### src/rtl/game_pkg.sv
// rtl/game_pkg.sv - shared game-state encoding and paddle constants for the ball controller and renderer
package game_pkg;

  typedef enum logic [1:0] {
    IDLE  = 2'd0,
    PLAY  = 2'd1,
    POINT = 2'd2,
    OVER  = 2'd3
  } game_state_t;

  localparam logic [2:0] NO_PADDLE   = 3'd7;
  localparam int         PADDLE_SPAN = 2;

  // A paddle at p covers columns p .. p+PADDLE_SPAN-1; compared in int so p+1 never wraps.
  function automatic logic paddle_hit(logic [2:0] paddle, int col);
    return (paddle != NO_PADDLE) && (col >= int'(paddle)) && (col < int'(paddle) + PADDLE_SPAN);
  endfunction

  function automatic logic [3:0] sat_inc(logic [3:0] s);
    return (s == 4'hF) ? s : s + 4'd1;
  endfunction

endpackage

### src/rtl/step_timer.sv
// rtl/step_timer.sv - game-step divider: counts 0..CYCLES-1 and flags the wrap cycle
module step_timer #(
  parameter int CYCLES = 2500000
) (
  input  logic clk,
  input  logic reset,
  input  logic clear,
  output logic step
);

  localparam int CW = (CYCLES > 2) ? $clog2(CYCLES) : 1;

  logic [CW-1:0] count;

  assign step = (count == CW'(CYCLES - 1));

  always_ff @(posedge clk) begin
    if (reset || clear || step) count <= '0;
    else                        count <= count + 1'b1;
  end

endmodule

### src/rtl/ball_controller.sv
// rtl/ball_controller.sv - pong game-state engine: ball motion, paddle collision, scoring, serve/point/over sequencing
module ball_controller
  import game_pkg::*;
#(
  parameter int WIDTH        = 8,
  parameter int BIT_OF_WIDTH = 3,
  parameter int STEP_CYCLES  = 2500000,
  parameter int POINT_HOLD   = 3,
  parameter int WIN_SCORE    = 5,
  parameter int SERVE_X      = 3,
  parameter int SERVE_Y      = 3
) (
  input  logic                    clk,
  input  logic                    reset,
  input  logic                    start,
  input  logic [2:0]              player_top,
  input  logic [2:0]              player_down,
  output logic [BIT_OF_WIDTH-1:0] x_pos,
  output logic [BIT_OF_WIDTH-1:0] y_pos,
  output logic [3:0]              score_top,
  output logic [3:0]              score_down,
  output logic                    point,
  output logic                    game_over
);

  localparam int HW = (POINT_HOLD > 1) ? $clog2(POINT_HOLD) : 1;
  localparam logic [BIT_OF_WIDTH-1:0] EDGE_MAX = BIT_OF_WIDTH'(WIDTH - 1);
  localparam logic [BIT_OF_WIDTH-1:0] NEAR_BOT = BIT_OF_WIDTH'(WIDTH - 2);
  localparam logic [BIT_OF_WIDTH-1:0] HIT_BOT  = BIT_OF_WIDTH'(WIDTH - 3);
  localparam logic [BIT_OF_WIDTH-1:0] SX       = BIT_OF_WIDTH'(SERVE_X);
  localparam logic [BIT_OF_WIDTH-1:0] SY       = BIT_OF_WIDTH'(SERVE_Y);
  localparam logic [HW-1:0]           HOLD_END = HW'(POINT_HOLD - 1);

  game_state_t state, state_n;
  logic [BIT_OF_WIDTH-1:0] x_n, y_n, x_mv;
  logic [3:0]  st_n, sd_n;
  logic [HW-1:0] hold, hold_n;
  logic dx, dx_n, dx_mv;   // 1 = moving right
  logic dy, dy_n;          // 1 = moving down
  logic scorer_top, scorer_n, point_n, clear, step;

  step_timer #(.CYCLES(STEP_CYCLES)) u_step_timer (
    .clk   (clk),
    .reset (reset),
    .clear (clear),
    .step  (step)
  );

  assign game_over = (state == OVER);

  always_ff @(posedge clk) begin
    if (reset) begin
      state      <= IDLE;
      x_pos      <= SX;
      y_pos      <= SY;
      dx         <= 1'b1;
      dy         <= 1'b1;
      score_top  <= '0;
      score_down <= '0;
      point      <= 1'b0;
      hold       <= '0;
      scorer_top <= 1'b0;
    end else begin
      state      <= state_n;
      x_pos      <= x_n;
      y_pos      <= y_n;
      dx         <= dx_n;
      dy         <= dy_n;
      score_top  <= st_n;
      score_down <= sd_n;
      point      <= point_n;
      hold       <= hold_n;
      scorer_top <= scorer_n;
    end
  end

  always_comb begin
    state_n  = state;
    x_n      = x_pos;
    y_n      = y_pos;
    dx_n     = dx;
    dy_n     = dy;
    st_n     = score_top;
    sd_n     = score_down;
    point_n  = 1'b0;
    hold_n   = hold;
    scorer_n = scorer_top;
    clear    = 1'b0;

    // Horizontal move first; a wall bounce turns around and still advances one column.
    dx_mv = dx;
    if (dx && x_pos == EDGE_MAX) begin
      dx_mv = 1'b0;
      x_mv  = x_pos - 1'b1;
    end else if (!dx && x_pos == '0) begin
      dx_mv = 1'b1;
      x_mv  = x_pos + 1'b1;
    end else begin
      x_mv  = dx ? x_pos + 1'b1 : x_pos - 1'b1;
    end

    case (state)
      IDLE: begin
        if (start) begin
          state_n = PLAY;
          clear   = 1'b1;
        end
      end
      PLAY: begin
        if (step) begin
          x_n  = x_mv;
          dx_n = dx_mv;
          if (dy && y_pos == NEAR_BOT) begin
            if (paddle_hit(player_down, int'(x_mv))) begin
              dy_n = 1'b0;
              y_n  = HIT_BOT;
            end else begin
              y_n      = EDGE_MAX;
              st_n     = sat_inc(score_top);
              point_n  = 1'b1;
              scorer_n = 1'b1;
              state_n  = POINT;
            end
          end else if (!dy && y_pos == BIT_OF_WIDTH'(1)) begin
            if (paddle_hit(player_top, int'(x_mv))) begin
              dy_n = 1'b1;
              y_n  = BIT_OF_WIDTH'(2);
            end else begin
              y_n      = '0;
              sd_n     = sat_inc(score_down);
              point_n  = 1'b1;
              scorer_n = 1'b0;
              state_n  = POINT;
            end
          end else begin
            y_n = dy ? y_pos + 1'b1 : y_pos - 1'b1;
          end
        end
      end
      POINT: begin
        if (step) begin
          if (hold == HOLD_END) begin
            hold_n = '0;
            if ((scorer_top ? score_top : score_down) == 4'(WIN_SCORE)) begin
              state_n = OVER;
            end else begin
              // Re-serve toward whoever conceded: top scoring means the bottom player receives.
              state_n = IDLE;
              x_n     = SX;
              y_n     = SY;
              dx_n    = 1'b1;
              dy_n    = scorer_top;
            end
          end else begin
            hold_n = hold + 1'b1;
          end
        end
      end
      OVER: begin
        if (start) begin
          state_n = IDLE;
          clear   = 1'b1;
          st_n    = '0;
          sd_n    = '0;
          x_n     = SX;
          y_n     = SY;
          dx_n    = 1'b1;
          dy_n    = 1'b1;
        end
      end
    endcase
  end

endmodule
### config.mk
export PLATFORM = sky130hd
export DESIGN_NAME = ball_controller
export DESIGN_NICKNAME = d
export VERILOG_FILES = /design/src/rtl/game_pkg.sv /design/src/rtl/step_timer.sv /design/src/rtl/ball_controller.sv
export SDC_FILE = /design/constraint.sdc
export NUM_CORES = 1
export LEC_CHECK = 0
export ABC_AREA = 1
export BUFFER_PORTS_ARGS = -buffer_cell sky130_fd_sc_hd__buf_2
export CAP_MARGIN = 10
export CORE_ASPECT_RATIO = 1.4
export CORE_MARGIN = 8
export CORE_UTILIZATION = 40
export CTS_BUF_LIST = sky130_fd_sc_hd__clkbuf_2
export DETAILED_ROUTE_END_ITERATION = 6
export PLACE_DENSITY = 0.57
export SETUP_SLACK_MARGIN = 0.2
export SYNTH_ARGS = -nofsm -noshare
export SYNTH_HDL_FRONTEND = slang
export SYNTH_HIERARCHICAL = 1
export SYNTH_SLANG_ARGS = --single-unit
### constraint.sdc
create_clock -name clk -period 2.75 [get_ports clk]
set_input_delay 0.4125 -clock clk [delete_from_list [all_inputs] [get_ports clk]]
set_output_delay 0.4125 -clock clk [all_outputs]
set_load 0.03 [all_outputs]
==> out/metrics.cfg, run 1 <==
[critical_path]
endpoint_kind=flop
crit_chain=ha_1 > ha_2 > nand2_2 > o21ai_4 > xnor2_2 > inv_2 > ha_4 > nor2_2 > nand2_1 > nand2_2 > nand4_1 > nand2_1 > nand2_2 > nand2_2 > nand2_2 > nand2_2 > nand3_1
cp_slowest_cell=dfxtp_2
timing.critical_path.mode_cell=nand2_2
cp_max_fo=5
path_class=flop to flop
reg2reg_slack_ns=0.29
reg2reg_to=dy
cp-start-kind=flop
ff2ff_path_depth=17
arrival_ns=2.81
critPathRequiredTime_ns=3.09
reg2reg_from=x_pos[0]
cpPeakStageDelay_ns=0.38

[clock_network]
cts_tree=yes
cts_buffers=5
clkLatencyLatePin_ns=0.45
clockRootBuffer=clkbuf_2
htreeDepth=2
clockBufferDepth=2
cts_sinks=44
clkTransAtPathRegs_ns=0.23

[floorplan]
coreArea_um2=7650
die_area_um2=10900
die_h_um=120
die_x_um=90.6
io_pins=25
rows=38
start_util_pct=40.7

[synthesis]
async_flop_share_pct=0
syn-cell-area_um2=3120
yosysTopAreaCell=dfxtp_1
synth_edf_count=0
yosys-top-cells-area=dfxtp_1 (28%), nand2_1 (15%), ha_1 (11%)
ys_seq_elements=44
syn_inst=469
yosysMostFrequentCell=nand2_1
syn_avg_cell_area_um2=6.65
yosysTopAreaCellShare_pct=28.3
ys.flop_type=dfxtp_1
synth_nets=505
synth_cell_types=33
synth_commonest_cells=nand2_1 (122), nor2_1 (66), inv_1 (58), dfxtp_1 (44), nand3_1 (35)
synth_warnings=6
yosysSeqAreaShare_pct=28.3

[final_layout]
antenna-diode-count=0
area_delta_synth_final_pct=13.4
final_cells=596
drive_above_1_share_pct=20.8
post-route-util_pct=46.2
final_cell_area_um2=3540
finalNetCount=531

[route]
wire_per_inst_um=12.4
highest_layer=met4
route.met2.wl_um=4050
met3_length_um=186
remaining_drc_errors=0
wl_met1_um=2990
viasPerCell=4.90
drt_wl_total_um=7400
ant_nets=0
first_iter_violations=177
num_vias=2918
dr.pass1.iters=4

[global_route]
grt.total_usage_pct=13.7
grt_overflow=0
grt_max_degree=23
antenna_found_initial=0
grt_pass1_vias=2781
grt_pass1_wl_um=12400

[timing]
max_freq_mhz=406
rsz0062_at_grt=true
post-route-min-period_ns=2.46
hold_viol_final=0
final.setup.tns_ns=0
relSlewSlack_pct=51.9
maxSlewViolCount=0
fin_crit_sh_pct=89.6
tightestPinTransition_ns=0.721
setup_viol=0
fin_worst_skew_ns=0.0198

[worst_hold_path]
min_to=hold[0]
holdPathStages=2
min_path_type=input port to flop
min-delay-start=reset

[placement]
dpl.cell_count=586
hpwlAfterDp_um=5580
place_area_um2=3320
port_buffers=24
place_congestion=0.871

[job]
maxCapViolCount=0

[power]
ir_drop_uv=318
power_leakage_nw=1.54
powerDensity_nw_per_um2=763

[status]
status=completed

-- how the worst max path moves through the flow --
| stage | from | end | slack [ns] |
|---|---|---|---|
| after floorplan | x_pos[0] | score_top[1] | 0.24 |
| after global placement | x_pos[0] | dy | 0.1 |
| after detailed placement | x_pos[0] | dy | 0.02 |
| after CTS | x_pos[0] | score_top[3] | 0.21 |
| after global routing | x_pos[1] | dy | 0.14 |
| final | x_pos[0] | dy | 0.29 |
-- critical path, delay by kind of cell, from the launching register on --
family	cells	cell delay (ns)
compound gates	1	0.09
xor+xnor	1	0.18
fa+ha+maj	3	0.64
buf+inv	1	0.11
flops	1	0.38
simple gates	11	0.97
-- kinds of logic (layout without fill, tap and decap cells) --
| kind of cell | count (synthesis) | after routing | synth area share (%) |
|---|---|---|---|
| AND/OR/NAND/NOR | 263 | 263 | 38.7 |
| adder cells (fa/ha/maj) | 27 | 27 | 10.8 |
| buffers and inverters | 73 | 100 | 9.59 |
| flip-flops | 44 | 44 | 28.3 |
| XOR/XNOR | 14 | 14 | 3.93 |
| AO/OA/AOI/OAI | 48 | 48 | 8.63 |
-- power by group --
part	leakage, nW	internal, mW	switching (mW)
combinational	1.14	0.580	0.964
clock	0.0430	0.156	0.220
sequential	0.356	0.702	0.0762
total	1.54	1.44	1.26
-- flip-flops by register name (all words and copies together) (netlist names) --
name                cells
score_down              4
u_step_timer/count     22
x_pos                   3
state                   2
scorer_top              1
y_pos                   3
point                   1
score_top               4
dy                      1
hold                    2
dx                      1
-- routing by layer --
metal / GRT usage, % / up-vias
met2: 26.7 / 29
met4: 6.06 / 0
met5: 0 / -
met1: 13.4 / 1337
li1: - / 1541
met3: 2.92 / 11
-- per-stage QoR --
step,setup slack (ns),power [mW],hold WS [ns]
2_1_floorplan,0.242,1.80,0.417
3_3_place_gp,0.0999,2.05,0.429
3_5_place_dp,0.0220,2.08,0.456
4_1_cts,0.209,2.49,0.303
5_1_grt,0.142,2.95,0.320
6_report,0.286,2.70,0.329
-- layout by cell type, fill, tap and decap left out, drive strengths merged, types with 3 or more instances in the layout --
cell type / instances
o21ai: 13
nand2: 130
nand3: 41
dfxtp: 44
buf: 28
xnor2: 5
nor3: 3
nor2: 75
a21oi: 29
nand4: 11
ha: 27
clkbuf: 6
inv: 64
xor2: 9
-- what timing repair did --
action | in CTS | in global routing
hold buffers | 0 | 0
resized for setup | 4 | 34
pin swaps | 0 | 12
setup buffers | 0 | 2
setup endpoints to repair | 14 | 14
-- final cells by class --
| cell class | instances | area, um2 |
|---|---|---|
| fill | 815 | 4120 |
| multi-input combinational | 352 | 2070 |
| timing repair buffer | 28 | 150 |
| clock inverter | 2 | 35.0 |
| clock buffer | 6 | 30.0 |
| tap | 100 | 125 |
| inverter | 64 | 240 |
| sequential | 44 | 883 |
Power figures use the tool's default switching activity.
==> inputs of run 2 (changes only) <==
SYNTH_HIERARCHICAL = default   (was 1)
==> out/metrics.cfg, run 2 <==
[timing]
max_freq_mhz=402  ; was 406 MHz
fin_crit_sh_pct=90.6  ; was 89.6%
fin_worst_skew_ns=0.0281  ; was 0.0198 ns
rsz0062_at_grt=true  ; unchanged
relSlewSlack_pct=59.3  ; was 51.9%
final.setup.tns_ns=0  ; unchanged
post-route-min-period_ns=2.49  ; was 2.46 ns
tightestPinTransition_ns=0.611  ; was 0.721 ns
maxSlewViolCount=0  ; unchanged
setup_viol=0  ; unchanged
hold_viol_final=0  ; unchanged

[floorplan]
die_x_um=89.0  ; was 90.6 um
start_util_pct=40.8  ; was 40.7%
coreArea_um2=7310  ; was 7650 um2
rows=37  ; was 38
die_h_um=118  ; was 120 um
io_pins=25  ; unchanged
die_area_um2=10500  ; was 10900 um2

[critical_path]
crit_chain=ha_4 > ha_4 > nand2_4 > o21ai_4 > nor2_2 > a21oi_2 > buf_6 > ha_4 > inv_2 > nor2_2 > nand2_1 > a21oi_2 > nand2_1 > nand3_1 > nand2_2 > nand2_4 > nand2_2 > a21oi_2  ; was ha_1 > ha_2 > nand2_2 > o21ai_4 > xnor2_2 > inv_2 > ha_4 > nor2_2 > nand2_1 > nand2_2 > nand4_1 > nand2_1 > nand2_2 > nand2_2 > nand2_2 > nand2_2 > nand3_1
critPathRequiredTime_ns=3.13  ; was 3.09 ns
cp-start-kind=flop  ; unchanged
path_delay_family=simple AND/OR/NAND/NOR gates  ; unchanged
path_class=flop to flop  ; unchanged
cpPeakStageDelay_ns=0.41  ; was 0.38 ns
arrival_ns=2.87  ; was 2.81 ns
cp_max_fo=5  ; unchanged
cp_num_buf_inv=2  ; was 1
cp_slowest_cell=dfxtp_4  ; was dfxtp_2
endpoint_kind=flop  ; unchanged

[synthesis]
yosysSeqAreaShare_pct=29.5  ; was 28.3%
ys_seq_elements=44  ; unchanged
syn_inst=427  ; was 469
synth_warnings=0  ; was 6
ys.flop_type=dfxtp_1  ; unchanged
synth_nets=463  ; was 505
yosysMostFrequentCell=nand2_1  ; unchanged
synth_edf_count=0  ; unchanged
synth_cell_types=39  ; was 33
async_flop_share_pct=0  ; unchanged
synth_commonest_cells=nand2_1 (77), inv_1 (59), nor2_1 (55), dfxtp_1 (44), a21oi_1 (32)  ; was nand2_1 (122), nor2_1 (66), inv_1 (58), dfxtp_1 (44), nand3_1 (35)
yosysTopAreaCellShare_pct=29.5  ; was 28.3%
yosys-top-cells-area=dfxtp_1 (29%), ha_1 (11%), nand2_1 (9.7%)  ; was dfxtp_1 (28%), nand2_1 (15%), ha_1 (11%)
syn_avg_cell_area_um2=6.99  ; was 6.65 um2
yosysTopAreaCell=dfxtp_1  ; unchanged
syn-cell-area_um2=2990  ; was 3120 um2

[power]
power_switching_mw=1.65  ; was 1.26 mW
power_leakage_nw=1.45  ; was 1.54 nW
internal_power_mw=1.72  ; was 1.44 mW
ir_drop_uv=683  ; was 318 uV
seqPwrFrac_pct=25.9  ; was 28.8%
powerDensity_nw_per_um2=971  ; was 763 nW/um2
combPwrFrac_pct=66.1  ; was 57.2%
p_sw_share_pct=49.0  ; was 46.7%
power_frac_clock_pct=8.0  ; was 13.9%

[placement]
port_buffers=24  ; unchanged
hpwlAfterDp_um=5080  ; was 5580 um
dpl.cell_count=544  ; was 586
place_congestion=0.838  ; was 0.871
place_area_um2=3210  ; was 3320 um2

[global_route]
grt_overflow=0  ; unchanged
grt_pass1_wl_um=11400  ; was 12400 um
grt_pass1_vias=2582  ; was 2781
grt_max_degree=23  ; unchanged
antenna_found_initial=0  ; unchanged
grt.total_usage_pct=13.2  ; was 13.7%

[final_layout]
final_cell_mix=nand2_1 (69), inv_1 (55), nor2_1 (52)  ; was nand2_1 (109), nor2_1 (62), inv_1 (54)
finalNetCount=495  ; was 531
final_common_cell=nand2_1  ; unchanged
largest_registers=u_step_timer.count x22, score_down x4, score_top x4  ; was u_step_timer/count x22, score_down x4, score_top x4
antenna-diode-count=0  ; unchanged
post-route-util_pct=47.4  ; was 46.2%
final_cell_area_um2=3470  ; was 3540 um2
top_register=u_step_timer.count  ; was u_step_timer/count
final_cells=557  ; was 596
area_delta_synth_final_pct=16.1  ; was 13.4%
largest_reg_flops=22  ; unchanged
drive_above_1_share_pct=22.6  ; was 20.8%

[clock_network]
hold_buffers=0  ; unchanged
clockBufferDepth=2  ; unchanged
cts_sinks=44  ; unchanged
cts_buffers=5  ; unchanged
clkTransAtPathRegs_ns=0.24  ; was 0.23 ns
clkLatencyLatePin_ns=0.42  ; was 0.45 ns
htreeDepth=2  ; unchanged
clockRootBuffer=clkbuf_2  ; unchanged
cts_tree=yes  ; unchanged

[route]
drt_wl_total_um=6740  ; was 7400 um
ant_nets=0  ; unchanged
dr.pass1.iters=4  ; unchanged
remaining_drc_errors=0  ; unchanged
viasPerCell=4.91  ; was 4.90
first_iter_violations=106  ; was 177
num_vias=2735  ; was 2918
wire_per_inst_um=12.1  ; was 12.4 um

[worst_hold_path]
min_path_type=input port to flop  ; unchanged

[status]
status=completed  ; unchanged

[job]
maxCapViolCount=0  ; unchanged

-- run 2: cell count changes in the layout (fill, tap and decap cells not counted), sizes merged, moves of 5 or more --
cell,delta
nand2,-44
nor2,-10
nand3,-9
o211ai,+5
nor3,+7
-- run 2: cell type report --
| class | count | area [um2] |
|---|---|---|
| Multi-Input combinational cell | 312 | 1990 |
| Fill cell | 777 | 3850 |
| Tap cell | 97 | 121 |
| Timing Repair Buffer | 32 | 184 |
| Sequential cell | 44 | 888 |
| Inverter | 64 | 243 |
| Clock buffer | 5 | 25.0 |
| Clock inverter | 3 | 13.8 |
-- run 2: final timing paths --
check / cells past startpoint / start / to / slack, ns
worst max-delay path: 18 / x_pos[0] / score_down[2] / 0.26
worst min-delay path: 2 / reset / score_top[2] / 0.35
worst max register to register: 18 / x_pos[0] / score_down[2] / 0.26
worst min register to register: 1 / u_step_timer.count[0] / u_step_timer.count[0] / 0.46
-- run 2: logic make-up (layout without fill, tap and decap cells) --
kind of cell,Yosys count,after routing,synth area share (%)
buf+inv,71,104,9.47
flops,44,44,29.5
xor+xnor,11,11,3.23
fa+ha+maj,27,27,11.3
simple gates,210,210,33.6
compound gates,64,64,12.9
-- run 2: layer usage --
metal	global-route usage (%)	wire length, um	part of all wire [%]
met5	0	0	0
met4	4.91	102	1.5
met3	2.77	211	3.1
met2	24.0	3610	54
met1	14.1	2820	42
-- run 2: power groups by stage --
stage	clock (mW)	sequential, mW	combinational (mW)
2_1_floorplan	0	0.944	1.15
3_3_place_gp	0	0.857	1.73
3_5_place_dp	0	0.858	1.76
4_1_cts	0.291	0.843	1.85
5_1_grt	0.317	0.893	2.49
6_report	0.271	0.872	2.22
-- run 2: stage by stage --
stage	setup slack (ns)	power, mW	hold WS [ns]
after floorplan	0.226	2.09	0.418
after global placement	0.171	2.59	0.438
after detailed placement	0.0952	2.62	0.439
after CTS	0.211	2.99	0.317
after global routing	0.111	3.70	0.305
final	0.260	3.37	0.349
-- run 2: what timing repair did --
action,in CTS,in global routing
cloned,0,0
buffers inserted,2,3
gates resized for setup,5,40
pin swaps,1,17
setup endpoints to repair,11,14
==> inputs of run 3 (changes only) <==
CELL_PAD_IN_SITES_DETAIL_PLACEMENT = 0   (was default)
CELL_PAD_IN_SITES_GLOBAL_PLACEMENT = 1   (was default)
PLACE_DENSITY = 0.75   (was 0.57)
SYNTH_HIERARCHICAL = 1   (was default)
==> out/metrics.cfg, run 3 (synthesized netlist as in run 1, its figures left out) <==
[final_layout]
final_common_cell=nand2_1  ; unchanged
final_cell_area_um2=3590  ; was 3470 um2
top_register=u_step_timer/count  ; was u_step_timer.count
finalNetCount=530  ; was 495
drive_above_1_share_pct=19.4  ; was 22.6%
largest_reg_flops=22  ; unchanged
final_cell_mix=nand2_1 (115), nor2_1 (64), inv_1 (54)  ; was nand2_1 (69), inv_1 (55), nor2_1 (52)
largest_registers=u_step_timer/count x22, score_down x4, score_top x4  ; was u_step_timer.count x22, score_down x4, score_top x4
antenna-diode-count=0  ; unchanged
area_delta_synth_final_pct=15.2  ; was 16.1%

[global_route]
grt_max_degree=23  ; unchanged
antenna_found_initial=0  ; unchanged
grt_overflow=0  ; unchanged
grt_pass1_vias=2846  ; was 2582
grt_pass1_wl_um=12800  ; was 11400 um
grt.total_usage_pct=14.2  ; was 13.2%

[timing]
fin_worst_skew_ns=0.00905  ; was 0.0281 ns
max_freq_mhz=418  ; was 402 MHz
relSlewSlack_pct=68.2  ; was 59.3%
tightestPinTransition_ns=0.477  ; was 0.611 ns
post-route-min-period_ns=2.39  ; was 2.49 ns
setup_viol=0  ; unchanged
maxSlewViolCount=0  ; unchanged
hold_viol_final=0  ; unchanged
final.setup.tns_ns=0  ; unchanged
fin_crit_sh_pct=87.0  ; was 90.6%
rsz0062_at_grt=true  ; unchanged
worst_hold_slack_ns=0.376  ; was 0.349 ns

[floorplan]
io_pins=25  ; unchanged
die_h_um=120  ; was 118 um
start_util_pct=40.7  ; was 40.8%
coreArea_um2=7650  ; was 7310 um2
rows=38  ; was 37
die_area_um2=10900  ; was 10500 um2
die_x_um=90.6  ; was 89.0 um

[placement]
place_congestion=0.807  ; was 0.838
hpwlAfterDp_um=5890  ; was 5080 um
place_area_um2=3330  ; was 3210 um2
port_buffers=24  ; unchanged

[route]
wire_per_inst_um=12.9  ; was 12.1 um
drt_wl_total_um=7640  ; was 6740 um
dr.pass1.iters=4  ; unchanged
ant_nets=0  ; unchanged
num_vias=2900  ; was 2735
viasPerCell=4.88  ; was 4.91
first_iter_violations=146  ; was 106
remaining_drc_errors=0  ; unchanged

[worst_hold_path]
holdPathStages=2  ; unchanged
min_path_type=input port to flop  ; unchanged

[critical_path]
critPathRequiredTime_ns=3.13  ; about the same
reg2reg_to=scorer_top  ; was score_down[2]
ff2ff_path_depth=17  ; was 18
reg2reg_from=x_pos[0]  ; unchanged
reg2reg_slack_ns=0.36  ; was 0.26 ns
path_class=flop to flop  ; unchanged
arrival_ns=2.77  ; was 2.87 ns
cp-start-kind=flop  ; unchanged
crit_start=x_pos[0]  ; unchanged
endpoint_kind=flop  ; unchanged
crit_end=scorer_top  ; was score_down[2]
cp_max_fo=5  ; unchanged

[power]
ir_drop_uv=344  ; was 683 uV
powerDensity_nw_per_um2=776  ; was 971 nW/um2
power_leakage_nw=1.55  ; was 1.45 nW

[clock_network]
cts_sinks=44  ; unchanged
htreeDepth=2  ; unchanged
postCtsSetupRepairBufs=0  ; was 2
cts_tree=yes  ; unchanged
cts_buffers=5  ; unchanged
clkLatencyLatePin_ns=0.43  ; was 0.42 ns
clockRootBuffer=clkbuf_2  ; unchanged
clkTransAtPathRegs_ns=0.23  ; was 0.24 ns
clockBufferDepth=2  ; unchanged
hold_buffers=0  ; unchanged

[status]
status=completed  ; unchanged

[job]
maxCapViolCount=0  ; unchanged

-- run 3: cell types whose count changed in the layout (fill, tap and decap cells not counted), sizes merged, moves of 7 or more --
cell / before / now
nand2: 86 / 130
nor2: 65 / 75
nor3: 10 / 3
nand3: 32 / 41
-- run 3: area by class of cell --
| cell class | instances | area (um2) |
|---|---|---|
| Clock buffer | 5 | 25.0 |
| Clock inverter | 2 | 60.1 |
| Fill cell | 838 | 4070 |
| Tap cell | 100 | 125 |
| Timing Repair Buffer | 27 | 143 |
| Multi-Input combinational cell | 352 | 2100 |
| Inverter | 64 | 248 |
| Sequential cell | 44 | 890 |
-- run 3: per-layer routing --
metal  GRT usage (%)  vias to the layer above  wire [um]
met1            13.7                     1337       3040
met2            28.4                       24       4290
li1                -                     1531          -
met5               0                        -          0
met4            5.22                        0        114
met3            3.10                        8        198
-- run 3: worst min-delay path by stage --
stage,from,end
final,reset,score_top[1]
after CTS,reset,score_top[1]
after floorplan,u_step_timer/count[0],u_step_timer/count[0]
after global placement,u_step_timer/count[0],u_step_timer/count[0]
after global routing,reset,score_down[1]
after detailed placement,u_step_timer/count[0],u_step_timer/count[0]
-- run 3: where the power goes --
group / leakage (nW) / switching [mW] / internal [mW]
clock: 0.0490 / 0.226 / 0.240
combinational: 1.14 / 0.946 / 0.576
sequential: 0.357 / 0.0911 / 0.707
-- run 3: what timing repair did --
action	4_1_cts	5_1_grt
gates resized for setup	3	40
endpoints found under the setup margin	14	14
pin swaps	0	17
-- run 3: stage by stage --
stage,total power [mW],setup WS [ns],util (%),std cells
detailed placement,2.09,0.110,43.4,587
CTS,2.58,0.192,44.6,594
finish,2.78,0.359,46.9,594
global route,3.05,0.166,46.9,594
global placement,2.07,0.130,43.4,587
floorplan,1.80,0.242,-,469
-- run 3: worst max-delay path, cell delays in order (launching register included) --
cell and delay [ns]:
dfxtp_4 0.44, inv_4 0.05, ha_4 0.15, nand2_4 0.07, inv_4 0.04, o21ai_4 0.22, xnor2_2 0.15, inv_2 0.12
ha_4 0.25, nor2_1 0.09, nand2_1 0.05, nand2_1 0.07, nand4_1 0.19, nand2_1 0.15, nand2_1 0.06, nand2_1 0.09
nand2_1 0.07, a21oi_2 0.11
